$ cat config.mk
export PLATFORM = sky130hd
export DESIGN_NAME = alien_bomb
export DESIGN_NICKNAME = d
export VERILOG_FILES = /design/src/rtl/alien_bomb.sv
export SDC_FILE = /design/constraint.sdc
export NUM_CORES = 1
export LEC_CHECK = 0
export CAP_MARGIN = 25
export CORE_MARGIN = 3
export CORE_UTILIZATION = 51
export CTS_BUF_LIST = sky130_fd_sc_hd__clkbuf_4 sky130_fd_sc_hd__clkbuf_8
export CTS_CLUSTER_SIZE = 30
export DETAILED_ROUTE_END_ITERATION = 8
export PLACE_DENSITY_LB_ADDON = 0.08
export SYNTH_ARGS = -nofsm -noshare
export SYNTH_HDL_FRONTEND = slang
export SYNTH_SLANG_ARGS = --single-unit
$ cat constraint.sdc
create_clock -name clk_36MHz -period 4.1 [get_ports clk_36MHz]
set_clock_uncertainty 0.05 [all_clocks]
set_input_delay 0.41 -clock clk_36MHz [delete_from_list [all_inputs] [get_ports clk_36MHz]]
set_output_delay 0.41 -clock clk_36MHz [all_outputs]
set_load 0.03 [all_outputs]
$ cat src/rtl/alien_bomb.sv
// Alien bomb: picks a live formation column from an LFSR, drops one row per step,
// and reports a one-cycle player_hit when it lands on the ship.
module alien_bomb #(
    parameter int unsigned STEP_CYCLES  = 1800000,
    parameter int unsigned RELOAD_STEPS = 8,
    parameter logic [7:0]  LFSR_SEED    = 8'hA5,
    parameter logic [3:0]  SHIP_Y       = 4'd13,
    parameter logic [3:0]  FLOOR_Y      = 4'd14
) (
    input  logic       clk_36MHz,
    input  logic       reset,
    input  logic       enable,
    input  logic [4:0] alien_x,
    input  logic [3:0] alien_y,
    input  logic [7:0] alive_cols,
    input  logic [4:0] ship_x,
    input  logic       shield_hit,
    output logic       bomb_flying,
    output logic [4:0] bomb_x,
    output logic [3:0] bomb_y,
    output logic       player_hit
);

    localparam int unsigned PW = (STEP_CYCLES > 1) ? $clog2(STEP_CYCLES) : 1;
    localparam int unsigned CW = $clog2(RELOAD_STEPS + 1);

    localparam logic [1:0] StCooldown = 2'd0;
    localparam logic [1:0] StAim      = 2'd1;
    localparam logic [1:0] StFall     = 2'd2;

    logic [1:0]    state_q, state_d;
    logic [PW-1:0] presc_q, presc_d;
    logic [CW-1:0] cool_q, cool_d;
    logic [7:0]    lfsr_q, lfsr_d;
    logic          flying_q, flying_d;
    logic [4:0]    x_q, x_d;
    logic [3:0]    y_q, y_d;
    logic          hit_q, hit_d;

    logic       step;
    logic [2:0] col;
    logic       terminate;

    assign step = enable && (presc_q == PW'(STEP_CYCLES - 1));
    assign col  = lfsr_q[2:0];

    always_comb begin
        state_d   = state_q;
        presc_d   = presc_q;
        cool_d    = cool_q;
        flying_d  = flying_q;
        x_d       = x_q;
        y_d       = y_q;
        hit_d     = 1'b0;
        terminate = 1'b0;
        // The LFSR free-runs so column choice keeps changing even while frozen.
        lfsr_d    = {lfsr_q[6:0], lfsr_q[7] ^ lfsr_q[5] ^ lfsr_q[4] ^ lfsr_q[3]};

        if (enable) begin
            presc_d = step ? '0 : presc_q + 1'b1;
            case (state_q)
                StCooldown: begin
                    if (step) begin
                        cool_d = cool_q - 1'b1;
                        if (cool_q == CW'(1)) begin
                            state_d = StAim;
                        end
                    end
                end
                StAim: begin
                    if (alive_cols != 8'd0 && alien_y < FLOOR_Y && alive_cols[col]) begin
                        x_d      = alien_x + {1'b0, col, 1'b0};
                        y_d      = alien_y + 4'd1;
                        flying_d = 1'b1;
                        state_d  = StFall;
                    end
                end
                StFall: begin
                    if (shield_hit) begin
                        terminate = 1'b1;
                    end else if (y_q == SHIP_Y && x_q == ship_x) begin
                        terminate = 1'b1;
                        hit_d     = 1'b1;
                    end else if (step) begin
                        if (y_q == FLOOR_Y) begin
                            terminate = 1'b1;
                        end else begin
                            y_d = y_q + 4'd1;
                        end
                    end
                end
                default: state_d = StCooldown;
            endcase

            if (terminate) begin
                flying_d = 1'b0;
                x_d      = 5'd0;
                y_d      = 4'd15;
                cool_d   = CW'(RELOAD_STEPS);
                state_d  = StCooldown;
            end
        end
    end

    always_ff @(posedge clk_36MHz or posedge reset) begin
        if (reset) begin
            state_q  <= StCooldown;
            presc_q  <= '0;
            cool_q   <= CW'(RELOAD_STEPS);
            lfsr_q   <= LFSR_SEED;
            flying_q <= 1'b0;
            x_q      <= 5'd0;
            y_q      <= 4'd15;
            hit_q    <= 1'b0;
        end else begin
            state_q  <= state_d;
            presc_q  <= presc_d;
            cool_q   <= cool_d;
            lfsr_q   <= lfsr_d;
            flying_q <= flying_d;
            x_q      <= x_d;
            y_q      <= y_d;
            hit_q    <= hit_d;
        end
    end

    assign bomb_flying = flying_q;
    assign bomb_x      = x_q;
    assign bomb_y      = y_q;
    assign player_hit  = hit_q;

endmodule

### Word-level counts from Yosys, hierarchy flattened

Index checks and enable logic that the tools add are counted.

* register bits after elaboration: 46
* bits of input ports: 26
* output and inout bits: 11
* logic and storage cells: 82

* muxes and demuxes: 34
* magnitude comparators: 2
* add/sub/neg operators: 5
* reduce and logical (&&, ||, !) cells: 15
* bitwise gates (word level): 3
* equal/unequal tests: 15

Operators by type and width (count)
* 4-bit two-way mux: 9
* 21-bit by 1-bit adder with 21-bit output (second input constant): 1
* 21-bit == test (second input constant): 1
* 21-bit two-way mux: 1
* 3-bit != test (second input constant): 7
* 5-bit two-way mux: 3
* 1-bit two-way mux: 14
* 4-bit by 1-bit adder with 4-bit output (second input constant): 2
* 4-bit == test (second input constant): 2
* 2-bit two-way mux: 4
* 4-bit case mux with 2 select lines: 1
* 2-bit nonzero test: 4
* 8-bit nonzero test: 1
* 7-bit AND reduction: 1
* 2-bit case mux with 3 select lines: 1
* 3-bit AND reduction: 2
* 5-bit by 4-bit adder with 5-bit output: 1
* 5-bit == test: 1
* 5-bit AND reduction: 1
* 4-bit by 1-bit == test with 1-bit output (second input constant): 1
* 1-bit logical AND: 4
* 3-bit by 4-bit less-than comparator with 1-bit output (second input constant): 1
* 4-bit less-than comparator (second input constant): 1
* 4-bit by 1-bit subtractor with 4-bit output (second input constant): 1
* other kinds (7): 9

### Depth between registers and ports, before layout

Gate-level depths: netlist (run 1).

* depth after elaboration: 9
* gate-level depth with buffers: 9
* depth with buffers taken out: 8

### Worst setup path after synthesis (run 1)

Ideal clock, no wire load.

* kind: flip-flop to flip-flop
* start: reg lfsr_q[2]
* end: reg y_q[0] (netlist: bomb_y[0])
* setup time: 0.082 ns
* clock period less this slack: 2.253 ns
* stages on the path, launching flop included: 7
* arrival: 2.121 ns
* path buffers: 0
* path slack: 1.847 ns
* data required time: 3.968 ns
* cell sequence: dfstp_2 > mux4_2 > mux2i_1 > nor3b_1 > a211oi_1 > nand2b_1 > mux2_2

* word-level cells in the longest chain between the ends: 5

Ends and longest elaborated chain
* start, declared: line 34 `logic [7:0] lfsr_q, lfsr_d;`
* start signal, assigned: line 119 `lfsr_q <= lfsr_d;`
* 1-bit binary-select mux with 3-bit select: line 71 `if (alive_cols != 8'd0 && alien_y < FLOOR_Y && alive_cols[col]) begin`
* 1-bit two-way mux (implied by the code): line 71
* 1-bit logical AND: line 71
* 3-bit != test (no line)
* 7-bit AND reduction (no line)
* end signal, assigned: line 122 `y_q <= y_d;`
* end, declared: line 37 `logic [3:0] y_q, y_d;`

Every way passes these cells. The select of a mux whose other input is x is not followed.
A chain may end at the register's enable or synchronous reset.

### Worst setup path in the final report (run 1)

* start: in enable
* end: reg x_q[4] (netlist: bomb_x[4])

* word-level cells in the longest chain between the ends: 8
* elaborated cells on any way between the ends: 10
* those cells by class: mux (6); reduce/logical (4)

Ends and longest elaborated chain
* start, declared: line 12 `input logic enable,`
* 1-bit logical AND: line 44 `assign step = enable && (presc_q == PW'(STEP_CYCLES - 1));`
* 1-bit two-way mux: line 84 `end else if (step) begin`
* 1-bit two-way mux: line 81 `end else if (y_q == SHIP_Y && x_q == ship_x) begin`
* 1-bit two-way mux: line 79 `if (shield_hit) begin`
* 1-bit two-way mux: line 61 `case (state_q)`
* 1-bit two-way mux: line 59 `if (enable) begin`
* 2-bit nonzero test (no line)
* 3-bit AND reduction (no line)
* end signal, assigned: line 112 `x_q <= 5'd0;`
* end signal, assigned: line 121 `x_q <= x_d;`
* end, declared: line 36 `logic [4:0] x_q, x_d;`

Parallel ways exist; a longest one is shown, timed or not. The select of a mux whose other input is x is not followed.

==> results of run 1 <==
## how the worst max path moves through the flow
stage / from / end / slack, ps / depth (start not counted)
finish: enable / bomb_x[4]$_DFFE_PP0P_ / 1260 / 7
global route: enable / bomb_x[4]$_DFFE_PP0P_ / 1040 / 7
CTS: enable / bomb_x[4]$_DFFE_PP0P_ / 1300 / 7
detailed placement: enable / bomb_x[4]$_DFFE_PP0P_ / 970 / 7
global placement: enable / bomb_x[0]$_DFFE_PP0P_ / 1100 / 7
floorplan: lfsr_q[2]$_DFF_PP1_ / bomb_y[0]$_DFFE_PP1P_ / 1850 / 6
## through the flow
step                worst slack [ps]  cell area (um2)  total power [uW]
floorplan                       1850             2450               584
global placement                1100             2870               630
detailed placement               966             2870               632
CTS                             1300             2980               962
global route                    1040             2980              1000
finish                          1260             2980               947
## layout by cell type (no fill, tap or decap), types with 2 or more instances in the layout
master	instances
a211oi_1	2
a21o_1	2
a21oi_1	2
and3_1	9
buf_4	2
clkbuf_8	5
clkdlybuf4s50_1	36
clkinv_2	2
dfrtp_1	37
dfstp_2	9
ha_1	7
inv_1	12
mux2_2	2
mux2i_1	2
mux4_2	2
nand2_1	26
nand2b_1	7
nand3_1	14
nand4_1	8
nor2_1	25
nor2b_1	2
nor3_1	3
nor4_1	5
o21ai_0	11
o21bai_1	2
o31ai_1	2
xnor2_1	21
xor2_1	11
## state kept, by name, indices dropped and copies added, names as in the netlist
signal       flops
presc_q         21
lfsr_q           8
bomb_x           5
bomb_y           4
cool_q           4
state_q          2
bomb_flying      1
player_hit       1
## area by class of cell
cell class | instances | share of cell area, %
Clock buffer | 5 | 2.31
Clock inverter | 3 | 1.35
Inverter | 13 | 1.64
Multi-Input combinational cell | 181 | 40.8
Sequential cell | 46 | 39.1
Tap cell | 52 | 2.19
Timing Repair Buffer | 38 | 12.6
## critical path: cells and delay by family
| kind | cells | cell delay [ps] |
|---|---|---|
| compound gates | 2 | 460 |
| buf+inv | 1 | 800 |
| simple gates | 4 | 1280 |
## report_power, final
group	switching [uW]	internal, uW	total (uW)	leakage [uW]
registers	32.3	483	516	0.000593
clock network	145	179	324	0.0000579
logic	49.9	57.5	107	0.000673
total	227	720	947	0.00132
## cell families after synthesis
kind of cell / count (synthesis)
simple gates: 108
flops: 46
xor+xnor: 32
compound gates: 27
buf+inv: 19
fa+ha+maj: 8
mux: 6
## per-layer routing
metal | up-vias | global-route usage (%) | wire [um]
met5 | - | 0 | 0
met4 | 0 | 4.66 | 51
met3 | 6 | 4.88 | 179
met2 | 35 | 31.3 | 2480
met1 | 928 | 27.7 | 2290
li1 | 930 | - | -
==> metrics.yaml, run 1 <==
final_nets: 319
clockBufferDepth: 2
outcome: "finished clean"
reg2reg_to: "bomb_y[0]$_DFFE_PP1P_"
yosys_warnings: 0
io_pins: 37
buffer_ports.inserted: 36
cp.required_ps: 4210
final_util_pct: 66.1
seq_area_um2: 1160
die_area_um2: 5670
hold_viol: 0
end_kind: "flop"
gr-usage-all-layers_pct: 19.8
tightest_slew_ps: 664
cts-root-buf: "clkbuf_8"
synth-xor-area-share_pct: 11.4
synthSimpleGateAreaFrac_pct: 23.1
synthMuxAreaShare_pct: 3.57
drt_wl_total_um: 5000
path_class: "primary input to flop"
async_reset_ff_share_pct: 100
min_path_type: "flop to flop"
cts_setup_buffers: 0
synth.distinct_cells: 43
post_drt_wl_per_cell_um: 14.8
vdd_ir_drop_max_mv: 0.247
crit_arrival_ps: 2950
finalCritPeriodShare_pct: 69.2
place_hpwl_um: 3800
htree_levels: 2
grt_pass1_vias: 1802
clkSinkCount: 46
syn_area_per_cell_um2: 9.96
setup_tns_ps: 0
overflow: 0
cap_violations: 0
start_util_pct: 54.4
cts_hold_buffers: 0
multiInputGateArea_um2: 1210
rr_worst_depth: 6
post-synth-top-area-fraction_pct: 37.8
power.leakage_uw: 0.00132
crit_path_start_kind: "primary input"
slew_viol_final: 0
yosys.area_share.adder_pct: 4.39
final_antenna_net_count: 0
cp_cell_sequence: "clkdlybuf4s50_1, nand4_2, or2_1, nor4_1, o21bai_1, nand3_1, o21ai_0"
ys_seq_elements: 46
synth_top_family_by_area: "simple AND/OR/NAND/NOR gates"
syn_inst: 246
yosysSeqAreaShare_pct: 47.4
drive_gt1_share_pct: 8.74
rsz0062_at_grt: "no"
nFillCells: 353
vias_per_cell: 5.62
synth_edf_count: 0
clk_pin_slew_worst_paths_ps: 80
synthFlopType: "dfrtp_1"
hold_end: "lfsr_q[7]$_DFF_PP1_"
maxSlewHeadroom_pct: 55.4
critical-path-max-stage-delay_ps: 800
r2r-start: "lfsr_q[2]$_DFF_PP1_"
diodes: 0
min-delay-start: "lfsr_q[6]$_DFF_PP0_"
dpl.cell_count: 330
grt_pass1_wl_um: 8540
r2r_slack_ps: 1560
whs_path_depth: 0
yosysTopAreaCell: "dfrtp_1"
cts_tree: "built"
grt_max_degree: 47
yosys-top-cells-area: "dfrtp_1 38%, dfstp_2 9.6%, xnor2_1 7.5%, nand2_1 4.0%, xor2_1 3.9%"
hold_ws_ps: 310
syn_nets: 280
cts_resized: 0
die_y_um: 75.3
grt_antenna_before_repair: 0
drtIter0Drc: 87
max_freq_mhz: 352
synth_most_common_cell: "dfrtp_1"
min_period_ps: 2840
p_per_area_nw_per_um2: 318
final_cell_count_no_fill: 338
place.gp.congestion: 0.826
syn_area_um2: 2450
setup-violations-final: 0
synthTopCellsByCount: "37 x dfrtp_1, 26 x nand2_1, 25 x nor2_1"
area_growth_pct: 21.4
std_cell_rows: 24
num_vias: 1899
cp_max_fo: 16
drt_first_pass_iters: 6
die_x_um: 75.3
core_area_um2: 4500
drc: 0
crit_slowest_cell: "clkdlybuf4s50_1"
cts_made_buffers: 5
synth_compound_area_share_pct: 7.10
clkLatencyLatePin_ps: 300
Power figures use the tool's default switching activity.
==> run 2, diff against run 1 <==
Settings changed: CORE_UTILIZATION 51 to 50.
Clock period 4.1 ns to 2.3 ns, I/O delays scaled along.
==> run 2 against run 1 <==
  * Flip-flop and latch count stayed put
  * Cell area up 5.9%
  * Critical path depth down 1
  * Non-clock buffer count is 18 higher
  * Power grew 83%
  * Final cell count up 9.2%
  * Sequential share of layout area shrank 2.2 points
  * Routed wire length increased by 2.4%
  * First-iteration DRC count increased by 16%
  * Clock power up 86%
  * Via count is 0.74% higher
  * Sequential power up 78%
  * Largest cell class unchanged
==> metrics.yaml, run 2 (same netlist as run 1, synthesis figures left out) <==
outcome: "finished clean"  # unchanged
critical-path-max-stage-delay_ps: 570  # was 800 ps
fin_ws_ps: 102  # was 1260 ps
tightest_slew_ps: 766  # was 664 ps
drive_gt1_share_pct: 15.5  # was 8.74%
final_antenna_net_count: 0  # unchanged
die_y_um: 76.0  # was 75.3 um
fin_area_um2: 3150  # was 2980 um2
cp_cell_sequence: "mux4_2, mux2i_1, nor3b_1, a211oi_2, nand2b_1, mux2_2"  # was clkdlybuf4s50_1, nand4_2, or2_1, nor4_1, o21bai_1, nand3_1, o21ai_0
drt_wl_total_um: 5120  # was 5000 um
die_area_um2: 5780  # was 5670 um2
place.gp.congestion: 0.822  # was 0.826
top_register: "presc_q"  # unchanged
final_util_pct: 69.5  # was 66.1%
p_per_area_nw_per_um2: 550  # was 318 nW/um2
start_util_pct: 54.1  # was 54.4%
htree_levels: 2  # unchanged
clkSinkCount: 46  # unchanged
max_freq_mhz: 455
diodes: 0  # unchanged
setup-violations-final: 0  # unchanged
cp_max_fo: 3  # was 16
clockBufferDepth: 2  # unchanged
gr-usage-all-layers_pct: 18.8  # was 19.8%
rsz0062_at_grt: "yes"  # was no
cts-root-buf: "clkbuf_8"  # unchanged
core_area_um2: 4530  # was 4500 um2
crit_arrival_ps: 2380  # was 2950 ps
finalCritPeriodShare_pct: 95.6
hold_viol: 0  # unchanged
grt_max_degree: 24  # was 47
cts_hold_buffers: 0  # unchanged
min_period_ps: 2200
place_hpwl_um: 3930  # was 3800 um
final_nets: 337  # was 319
die_x_um: 76.0  # was 75.3 um
final_common_cell: "dfrtp_1"  # unchanged
overflow: 0  # unchanged
grt_pass1_wl_um: 8970  # was 8540 um
cts_made_buffers: 5  # unchanged
min_path_type: "primary input to async pin"  # was flop to flop
cp.required_ps: 2480  # was 4210 ps
clkLatencyLatePin_ps: 300  # about the same
power.leakage_uw: 0.00141  # was 0.00132 uW
path_class: "flop to flop"  # was primary input to flop
cts_tree: "built"  # unchanged
dp_slack_ps: -107  # was 966 ps
hold_ws_ps: 227  # was 310 ps
io_pins: 37  # unchanged
cap_violations: 0  # unchanged
drtIter0Drc: 101  # was 87
area_growth_pct: 28.6  # was 21.4%
slew_viol_final: 0  # unchanged
seq_area_um2: 1160  # unchanged
vias_per_cell: 5.18  # was 5.62
vdd_ir_drop_max_mv: 0.324  # was 0.247 mV
most-common-layout-cells: "37 x dfrtp_1, 36 x clkdlybuf4s50_1, 26 x nand2_1"  # unchanged
end_kind: "flop"  # unchanged
largest_register_ffs: 21  # unchanged
grt_antenna_before_repair: 0  # unchanged
crit_path_start_kind: "flop"  # was primary input
crit_slowest_cell: "dfstp_2"  # was clkdlybuf4s50_1
multiInputGateArea_um2: 1230  # was 1210 um2
cts_setup_buffers: 0  # unchanged
drt_first_pass_iters: 4  # was 6
placedInstanceArea_um2: 3020  # was 2870 um2
num_vias: 1913  # was 1899
std_cell_rows: 24  # unchanged
maxSlewHeadroom_pct: 48.6  # was 55.4%
drc: 0  # unchanged
post_drt_wl_per_cell_um: 13.9  # was 14.8 um
nFillCells: 341  # was 353
clk_pin_slew_worst_paths_ps: 90  # was 80 ps
buffer_ports.inserted: 36  # unchanged
grt_pass1_vias: 1893  # was 1802
==> run 2: metrics by stage <==
stage / total power [uW] / instances / TNS (ps)
global placement: 1140 / 361 / -115
detailed placement: 1150 / 361 / -294
floorplan: 1040 / 246 / 0
finish: 1730 / 369 / 0
CTS: 1750 / 369 / 0
global route: 1830 / 369 / -27.8
==> run 2: where the power goes <==
part	internal, uW	switching (uW)
Clock	336	267
Sequential	862	55.4
Combinational	118	95.5
Total	1320	418
==> run 2: critical path: cells and delay by family (launching register included) <==
family          cells  cell delay [ps]
flops               1              570
compound gates      1              190
simple gates        2              290
mux                 3             1050
==> run 2: path summary, 6_finish.rpt <==
kind | start | endpoint | slack, ps | depth (start not counted)
worst min-delay path | reset | bomb_x[1]$_DFFE_PP0P_ | 230 | 2
worst max-delay path | lfsr_q[2]$_DFF_PP1_ | bomb_y[1]$_DFFE_PP1P_ | 100 | 6
max in group asynchronous | reset | bomb_y[2]$_DFFE_PP1P_ | 1300 | 3
worst min register to register | lfsr_q[6]$_DFF_PP0_ | lfsr_q[7]$_DFF_PP1_ | 310 | 0
min in group clk_36MHz | lfsr_q[6]$_DFF_PP0_ | lfsr_q[7]$_DFF_PP1_ | 310 | 0
worst max register to register | lfsr_q[2]$_DFF_PP1_ | bomb_y[1]$_DFFE_PP1P_ | 100 | 6
==> run 2: timing repair <==
item | in CTS | in global routing
setup endpoints to repair | 2 | 11
pin swaps | 1 | 0
resized for setup | 0 | 4
==> run 2: metal layers <==
layer | GRT usage [%] | part of all wire [%]
met2 | 28.5 | 45
met1 | 27.8 | 50
met3 | 3.78 | 4.1
met5 | 0 | 0
met4 | 4.89 | 0.62
==> run 2: area by class of cell <==
| class | count | area share (%) |
|---|---|---|
| clock buffer | 6 | 2.42 |
| clock inverter | 2 | 1.19 |
| inverter | 13 | 1.55 |
| multi-input combinational | 181 | 39.2 |
| sequential | 46 | 36.9 |
| tap | 65 | 2.58 |
| timing repair buffer | 56 | 16.2 |
==> run 3, diff against run 2 <==
Settings changed: SETUP_SLACK_MARGIN set to 0.02, SLEW_MARGIN set to 10.
==> run 3 against run 2 <==
  * Hold slack improved by 9.7 ps
  * Clock-buffer cell count unchanged
  * Combinational power up 5%
  * Register-to-register slack lost 20 ps
  * Critical endpoint is now bomb_y[0]$_DFFE_PP1P_
  * Highest routed layer unchanged
==> metrics.yaml, run 3 (same netlist as run 1, synthesis figures left out) <==
outcome: "finished clean"  # unchanged
start_util_pct: 54.1  # unchanged
buffer_ports.inserted: 36  # unchanged
min_period_ps: 2210  # was 2200 ps
slew_viol_final: 0  # unchanged
top_register: "presc_q"  # unchanged
end_kind: "flop"  # unchanged
placedInstanceArea_um2: 3020  # unchanged
htree_levels: 2  # unchanged
cp_cell_sequence: "mux4_2, mux2i_4, nor3b_2, a211oi_2, nand2b_4, mux2_4"  # was mux4_2, mux2i_1, nor3b_1, a211oi_2, nand2b_1, mux2_2
clk_pin_slew_worst_paths_ps: 90  # about the same
p_per_area_nw_per_um2: 546  # was 550 nW/um2
finalCritPeriodShare_pct: 96.3  # was 95.6%
cap_violations: 0  # unchanged
min_path_type: "primary input to async pin"  # unchanged
cts-root-buf: "clkbuf_8"  # unchanged
place.gp.congestion: 0.822  # unchanged
hold_viol: 0  # unchanged
area_growth_pct: 30.3  # was 28.6%
crit_arrival_ps: 2400  # was 2380 ps
post_drt_wl_per_cell_um: 14.3  # was 13.9 um
cp.buffers_inverters: 0  # unchanged
grt_max_degree: 24  # unchanged
crit_family: "multiplexers"  # unchanged
die_y_um: 76.0  # unchanged
core_area_um2: 4530  # unchanged
overflow: 0  # unchanged
die_area_um2: 5780  # unchanged
drt_first_pass_iters: 4  # unchanged
largest_register_ffs: 21  # unchanged
tightest_slew_ps: 793  # was 766 ps
clkSinkCount: 46  # unchanged
clockBufferDepth: 2  # unchanged
drtIter0Drc: 108  # was 101
grt_antenna_before_repair: 0  # unchanged
drc: 0  # unchanged
std_cell_rows: 24  # unchanged
grt_pass1_vias: 1893  # unchanged
crit_path_start_kind: "flop"  # unchanged
fin_area_um2: 3190  # was 3150 um2
gr-usage-all-layers_pct: 19.0  # was 18.8%
vias_per_cell: 5.21  # was 5.18
io_pins: 37  # unchanged
grt_pass1_wl_um: 9030  # was 8970 um
power_uw: 1740  # was 1730 uW
hold_ws_ps: 237  # was 227 ps
diodes: 0  # unchanged
place_hpwl_um: 3930  # unchanged
cts_tree: "built"  # unchanged
critical-path-max-stage-delay_ps: 570  # about the same
final_common_cell: "dfrtp_1"  # unchanged
num_vias: 1928  # was 1913
path_class: "flop to flop"  # unchanged
max_freq_mhz: 451  # was 455 MHz
cp.required_ps: 2480  # about the same
drive_gt1_share_pct: 17.0  # was 15.5%
final_antenna_net_count: 0  # unchanged
setup-violations-final: 0  # unchanged
clkLatencyLatePin_ps: 290  # was 300 ps
setup_tns_ps: 0  # unchanged
cp_max_fo: 3  # unchanged
rsz0062_at_grt: "yes"  # unchanged
final_nets: 338  # was 337
crit_slowest_cell: "dfstp_2"  # unchanged
drt_wl_total_um: 5270  # was 5120 um
cts_made_buffers: 5  # unchanged
maxSlewHeadroom_pct: 46.8  # was 48.6%
cts_hold_buffers: 0  # unchanged
final_util_pct: 70.4  # was 69.5%
most-common-layout-cells: "37 x dfrtp_1, 36 x clkdlybuf4s50_1, 26 x nand2_1"  # unchanged
power.leakage_uw: 0.00144  # was 0.00141 uW
die_x_um: 76.0  # unchanged
vdd_ir_drop_max_mv: 0.323  # was 0.324 mV
## run 3: cell count changes in the layout (fill, tap and decap cells not counted), sizes merged
cell	before	now
buf	20	21
## run 3: area by class of cell
cell class / instances / area [um2]
timing repair buffer: 57 / 518
clock inverter: 2 / 37.5
tap: 65 / 81.3
multi-input combinational: 181 / 1270
clock buffer: 6 / 76.3
fill: 342 / 1340
inverter: 13 / 48.8
sequential: 46 / 1160
## run 3: repair_timing
action,4_1_cts,5_1_grt
setup endpoints to repair,2,12
pin swaps,1,3
resized for setup,2,9
buffers inserted,0,1
## run 3: final timing paths
check,cells after the start,slack (ps),end,from
worst max-delay path,6,90,bomb_y[0]$_DFFE_PP1P_,lfsr_q[2]$_DFF_PP1_
worst min-delay path,2,240,bomb_x[1]$_DFFE_PP0P_,reset
worst max register to register,6,90,bomb_y[0]$_DFFE_PP1P_,lfsr_q[2]$_DFF_PP1_
worst min register to register,0,310,lfsr_q[7]$_DFF_PP1_,lfsr_q[6]$_DFF_PP0_
max in group asynchronous,3,1290,bomb_y[2]$_DFFE_PP1P_,reset
min in group clk_36MHz,0,310,lfsr_q[7]$_DFF_PP1_,lfsr_q[6]$_DFF_PP0_
## run 3: metrics by stage
step           setup slack (ps)  std cells
2_1_floorplan              47.2        246
3_3_place_gp              -58.6        361
3_5_place_dp               -107        361
4_1_cts                    22.7        369
5_1_grt                   -22.1        370
6_report                   85.1        370
## run 3: power breakdown
part / total [uW] / switching (uW) / internal [uW]
logic: 223 / 101 / 122
clock network: 603 / 267 / 336
registers: 918 / 56.1 / 862
## run 3: per-layer routing
layer	wire length, um	up-vias	track usage (%)	share of wire, %
met4	24	0	4.89	0.46
met3	220	2	3.78	4.2
met5	0	-	0	0
met1	2590	923	27.8	49
met2	2440	38	29.1	46
li1	-	965	-	-
